**src/rtl/booth_mult_datapath_pkg.sv**
```systemverilog
// Shared definitions for the radix-4 Booth multiplier datapath and its control unit.
// Holds the sequencer state encoding and the step-count constants.
package booth_mult_datapath_pkg;

  typedef enum logic [1:0] {
    StIdle = 2'd0,
    StLoad = 2'd1,
    StRun  = 2'd2,
    StDone = 2'd3
  } booth_state_e;

  // Booth window {Q[1], Q[0], q_m1} handed to the control unit.
  typedef logic [2:0] booth_win_t;

  localparam int unsigned Width = 32;
  localparam int unsigned Steps = Width / 2;

  localparam int unsigned        StepW   = 5;
  localparam logic [StepW-1:0]   StepOne = StepW'(1);
  localparam logic [StepW-1:0]   StepMax = '1;

endpackage

```
**src/rtl/booth_addsub.sv**
```systemverilog
// Combinational add/sub stage of the Booth datapath: acc +/- M or 2*M, or pass-through.
// Works at WIDTH+2 bits so that -2^(WIDTH-1) doubled keeps its sign.
module booth_addsub #(
  parameter int unsigned WIDTH = 32
) (
  input  logic [WIDTH+1:0] acc_i,
  input  logic [WIDTH-1:0] m_i,
  input  logic             aos_i,
  input  logic             sm_i,
  input  logic             nop_i,
  output logic [WIDTH+1:0] sum_o
);

  logic [WIDTH+1:0] addend;

  always_comb begin
    addend = sm_i ? {m_i[WIDTH-1], m_i, 1'b0} : {{2{m_i[WIDTH-1]}}, m_i};
    if (nop_i) begin
      sum_o = acc_i;
    end else if (aos_i) begin
      sum_o = acc_i - addend;
    end else begin
      sum_o = acc_i + addend;
    end
  end

endmodule

```
**src/rtl/booth_mult_datapath.sv**
```systemverilog
// Radix-4 Booth multiplier datapath and sequencer. Presents the Booth window to the
// control unit, applies its add/sub decode each step and holds the product until restart.
module booth_mult_datapath
  import booth_mult_datapath_pkg::*;
#(
  parameter int unsigned WIDTH = 32
) (
  input  logic             clk,
  input  logic             clr,
  input  logic             start,
  input  logic [WIDTH-1:0] multiplicand,
  input  logic [WIDTH-1:0] multiplier,
  output logic [2:0]       booth_in,
  output logic             ctrl_clr,
  input  logic             aos,
  input  logic             sm,
  input  logic             nop,
  input  logic             done,
  output logic             busy,
  output logic [WIDTH-1:0] result,
  output logic             overflow,
  output logic             result_valid,
  output logic             seq_err
);

  localparam logic [StepW-1:0] NumSteps = StepW'(WIDTH / 2);

  booth_state_e state_q, state_d;

  logic [WIDTH+1:0] acc_q;
  logic [WIDTH-1:0] m_q;
  logic [WIDTH-1:0] q_q;
  logic             qm1_q;
  logic [StepW-1:0] step_q;
  logic [WIDTH-1:0] result_q;
  logic             overflow_q;
  logic             seq_err_q;

  logic [WIDTH+1:0] sum;
  logic [WIDTH+1:0] acc_sh;
  logic [WIDTH-1:0] q_sh;
  logic             qm1_sh;
  logic [StepW-1:0] step_inc;
  logic             ovf_sh;
  logic             ovf_cur;
  logic             accept;
  logic             runaway;

  booth_addsub #(
    .WIDTH(WIDTH)
  ) u_addsub (
    .acc_i (acc_q),
    .m_i   (m_q),
    .aos_i (aos),
    .sm_i  (sm),
    .nop_i (nop),
    .sum_o (sum)
  );

  // Arithmetic shift right by two of {sum, Q, q_m1}.
  always_comb begin
    acc_sh   = {{2{sum[WIDTH+1]}}, sum[WIDTH+1:2]};
    q_sh     = {sum[1:0], q_q[WIDTH-1:2]};
    qm1_sh   = q_q[1];
    step_inc = step_q + StepOne;
    ovf_sh   = (acc_sh[WIDTH-1:0] != {WIDTH{q_sh[WIDTH-1]}});
    ovf_cur  = (acc_q[WIDTH-1:0] != {WIDTH{q_q[WIDTH-1]}});
    accept   = start && ((state_q == StIdle) || (state_q == StDone));
    runaway  = !done && (step_q == StepMax);
  end

  always_ff @(posedge clk) begin
    if (!clr) begin
      state_q <= StIdle;
    end else begin
      state_q <= state_d;
    end
  end

  always_comb begin
    state_d = state_q;
    unique case (state_q)
      StIdle:  if (start) state_d = StLoad;
      StLoad:  state_d = StRun;
      StRun:   if (done || runaway) state_d = StDone;
      StDone:  if (start) state_d = StLoad;
      default: state_d = StIdle;
    endcase
  end

  always_comb begin
    busy         = (state_q == StLoad) || (state_q == StRun);
    ctrl_clr     = (state_q == StLoad);
    result_valid = (state_q == StDone);
    booth_in     = {q_q[1:0], qm1_q};
    result       = result_q;
    overflow     = overflow_q;
    seq_err      = seq_err_q;
  end

  always_ff @(posedge clk) begin
    if (!clr) begin
      acc_q      <= '0;
      m_q        <= '0;
      q_q        <= '0;
      qm1_q      <= 1'b0;
      step_q     <= '0;
      result_q   <= '0;
      overflow_q <= 1'b0;
      seq_err_q  <= 1'b0;
    end else if (accept) begin
      // Operands are captured on the accepting edge; the previous result stays visible.
      acc_q     <= '0;
      m_q       <= multiplicand;
      q_q       <= multiplier;
      qm1_q     <= 1'b0;
      step_q    <= '0;
      seq_err_q <= 1'b0;
    end else if (state_q == StRun) begin
      if (runaway) begin
        result_q   <= q_q;
        overflow_q <= ovf_cur;
        seq_err_q  <= 1'b1;
      end else begin
        acc_q  <= acc_sh;
        q_q    <= q_sh;
        qm1_q  <= qm1_sh;
        step_q <= step_inc;
        if (done) begin
          result_q   <= q_sh;
          overflow_q <= ovf_sh;
          seq_err_q  <= (step_inc != NumSteps);
        end
      end
    end
  end

endmodule

```
**config.mk**
```make
export PLATFORM = sky130hd
export DESIGN_NAME = booth_mult_datapath
export DESIGN_NICKNAME = d
export VERILOG_FILES = /design/src/rtl/booth_mult_datapath_pkg.sv /design/src/rtl/booth_addsub.sv /design/src/rtl/booth_mult_datapath.sv
export SDC_FILE = /design/constraint.sdc
export NUM_CORES = 1
export LEC_CHECK = 0
export ABC_AREA = 1
export CAP_MARGIN = 15
export CORE_MARGIN = 4
export CORE_UTILIZATION = 50
export CTS_CLUSTER_DIAMETER = 100
export DETAILED_ROUTE_END_ITERATION = 10
export DONT_BUFFER_PORTS = 1
export PLACE_DENSITY = 0.68
export SLEW_MARGIN = 40
export SYNTH_ARGS = -nofsm -noshare
export SYNTH_HDL_FRONTEND = slang
export SYNTH_SLANG_ARGS = --single-unit
```
**constraint.sdc**
```tcl
create_clock -name clk -period 4.2 [get_ports clk]
set_clock_uncertainty 0.1 [all_clocks]
set_input_delay 0.42 -clock clk [delete_from_list [all_inputs] [get_ports clk]]
set_output_delay 0.42 -clock clk [all_outputs]
set_load 0.02 [all_outputs]
```
==> flow_summary.ini <==
[clock_tree]
ctsHoldBuffers = 0
cts_root_buf = clkbuf_16
clock_latency_ns = 0.43
clockBufferDepth = 2
tritoncts = done
htreeDepth = 4
cts_sinks = 138
clk_pin_slew_ns = 0.07
cts_buffers = 17

[sta]
worst_pin_slew_ns = 0.6859
post-route-period-util = 0.9938
slew_headroom = 0.5420
fin_crit_ns = 4.174
setup-violations-final = 0
rsz0062_at_grt = true
max_freq_ghz = 0.2396
fin_hold_ws_ns = 0.02404
drv_slew = 0
final-hold-violation-count = 0

[global_routing]
grt_max_degree = 69
antenna_found_initial = 1
grtUsageMet1 = 0.3824
first_global_vias = 9494
grt_pass1_wl_mm = 49.60
use_met2 = 0.4395
overflow = 0
track_usage = 0.2778
met3_usage = 0.04649
grt_most_used_layer = met2

[yosys]
synth_edf_count = 0
synth_nets = 1759
syn_area_sq_um = 9963
yosysWarnings = 0
synth.distinct_cells = 47
ys.flop_type = dfxtp_1
synthArstFlopShare = 0
syn_inst = 1646
synth-seq-cells = 138
syn_area_per_cell_sq_um = 6.053
ys_seq_area_frac = 0.2773

[worst_setup_path]
crit_family = simple AND/OR/NAND/NOR gates
setup.worst_path.end_class = register
critical-path-slowest-cell = ha_1
cp_data_required_time_ns = 4.39
crit_type = register to register
crit_arrival_ns = 4.36
cp-start-kind = register
crit_buf_inv = 4
path_common_cell = nand2_1
cp_max_fo = 4
slowest_delay_ns = 0.33

[drt]
wl_per_cell_microns = 16.45
first_pass_iters = 7
antenna_left = 0
num_vias = 10570
routed_wl_mm = 31.59
vias_per_cell = 5.503
drc_errors = 0
dr.first_iter.drc_count = 858

[floorplanning]
die_area_sq_um = 22250
die_h_microns = 149.2
coreArea_sq_um = 19530
ios = 111
die_x_microns = 149.2
rows = 51
start_util = 0.5103

[power_and_ir_drop]
powerDensity_nw_per_um2 = 702.9
fin_total_pwr_mw = 7.806
peakVddDrop_mv = 0.4081
p_leak_nw = 5.193

[run]
cap_violations = 0

[final_layout]
final_area_sq_um = 11100
diodes = 0
layout-drive-gt1-share = 0.09179
nets = 1756
areaGrowthSynthToFinish_pct = 11.45
fill_cells = 2023
mostFrequentLayoutCell = nand2_1
layout_common_cells = nand2_1, inv_1, nor2_1, dfxtp_1, o21ai_0
final_cell_count_no_fill = 1921

[placement]
place_area_sq_um = 10320
dp_cells = 1884
gp_congestion = 0.9755
dp_hpwl_mm = 24.15
portBuffers = 0

[hold_path]
hold_path_class = input port to register

[run_status]
status = completed
[cell usage after synthesis, types with 4 or more instances]
| cell type | n | area share |
|---|---|---|
| a21oi_1 | 90 | 0.045 |
| a22oi_1 | 14 | 0.011 |
| a31oi_1 | 45 | 0.028 |
| buf_1 | 5 | 0.0019 |
| buf_4 | 5 | 0.0038 |
| buf_6 | 4 | 0.0045 |
| clkbuf_1 | 54 | 0.020 |
| dfxtp_1 | 138 | 0.28 |
| ha_1 | 41 | 0.051 |
| inv_1 | 198 | 0.075 |
| nand2_1 | 478 | 0.18 |
| nand2_2 | 4 | 0.0025 |
| nand3_1 | 99 | 0.050 |
| nand3b_1 | 8 | 0.0060 |
| nand4_1 | 24 | 0.015 |
| nor2_1 | 176 | 0.066 |
| nor2_2 | 4 | 0.0025 |
| nor3_1 | 19 | 0.0095 |
| nor4_1 | 4 | 0.0025 |
| o21ai_0 | 137 | 0.069 |
| o21ai_1 | 5 | 0.0025 |
| o22ai_1 | 18 | 0.011 |
| or2_2 | 8 | 0.0050 |
| xnor2_1 | 10 | 0.0088 |
| xor2_1 | 22 | 0.019 |
[metal layers]
metal | part of all wire | vias to the layer above
li1 | - | 5377
met1 | 0.45 | 4779
met2 | 0.45 | 349
met3 | 0.065 | 64
met4 | 0.030 | 2
met5 | 0.00041 | -
[what timing repair did]
item                       CTS  global route
pin swaps                    0            14
buffers inserted             0             4
resized for setup            2            44
setup endpoints to repair    1             4
[where the power goes]
| part | switching (mW) | total (mW) | leakage (nW) | internal [mW] |
|---|---|---|---|---|
| logic | 2.80 | 4.24 | 3.78 | 1.44 |
| clock network | 0.700 | 1.50 | 0.284 | 0.803 |
| registers | 0.418 | 2.07 | 1.13 | 1.65 |
| total | 3.91 | 7.81 | 5.19 | 3.89 |
[path summary, 6_finish.rpt]
kind                               from    endpoint  slack [ns]  cells past startpoint
worst min register to register  m_q[24]     m_q[24]        0.37                      2
worst max-delay path             m_q[1]    overflow        0.03                     29
worst max register to register   m_q[1]    overflow        0.03                     29
worst min-delay path                clr  result[19]        0.02                      2
[per-stage QoR]
stage	setup slack (ns)	util	TNS [ns]
4_1_cts	0.01553	0.5597	0
2_1_floorplan	0.2664	-	0
3_3_place_gp	-0.06029	0.5287	-0.06029
6_report	0.02605	0.5687	0
5_1_grt	-0.2143	0.5687	-0.3060
3_5_place_dp	-0.08973	0.5287	-0.08973
[flip-flops by register name (all words and copies together) (netlist names)]
| register | cells |
|---|---|
| qm1_q | 1 |
| state_q | 2 |
| result | 32 |
| seq_err | 1 |
| step_q | 5 |
| q_q | 32 |
| acc_q | 32 |
| overflow | 1 |
| m_q | 32 |
[kinds of logic (layout without fill, tap and decap cells)]
family,Yosys count,count (layout),share of synthesized area
and+or+nand+nor,831,831,0.3475
AOI/OAI and AO/OA,330,330,0.1857
buffers and inverters,273,283,0.1079
DFF,138,138,0.2773
adders and majority gates,42,42,0.05350
xor gates and xnor gates,32,32,0.02813
[final cells by class]
class                           count  area [sq um]  area share
Multi-Input combinational cell   1235          6281      0.5656
Tap cell                          265         331.6     0.02986
Sequential cell                   138          2763      0.2488
Inverter                          204         765.7     0.06896
Clock inverter                     15         177.7     0.01600
Timing Repair Buffer               47         360.3     0.03245
Clock buffer                       17         425.4     0.03831
(Power assumes the default switching activity.)
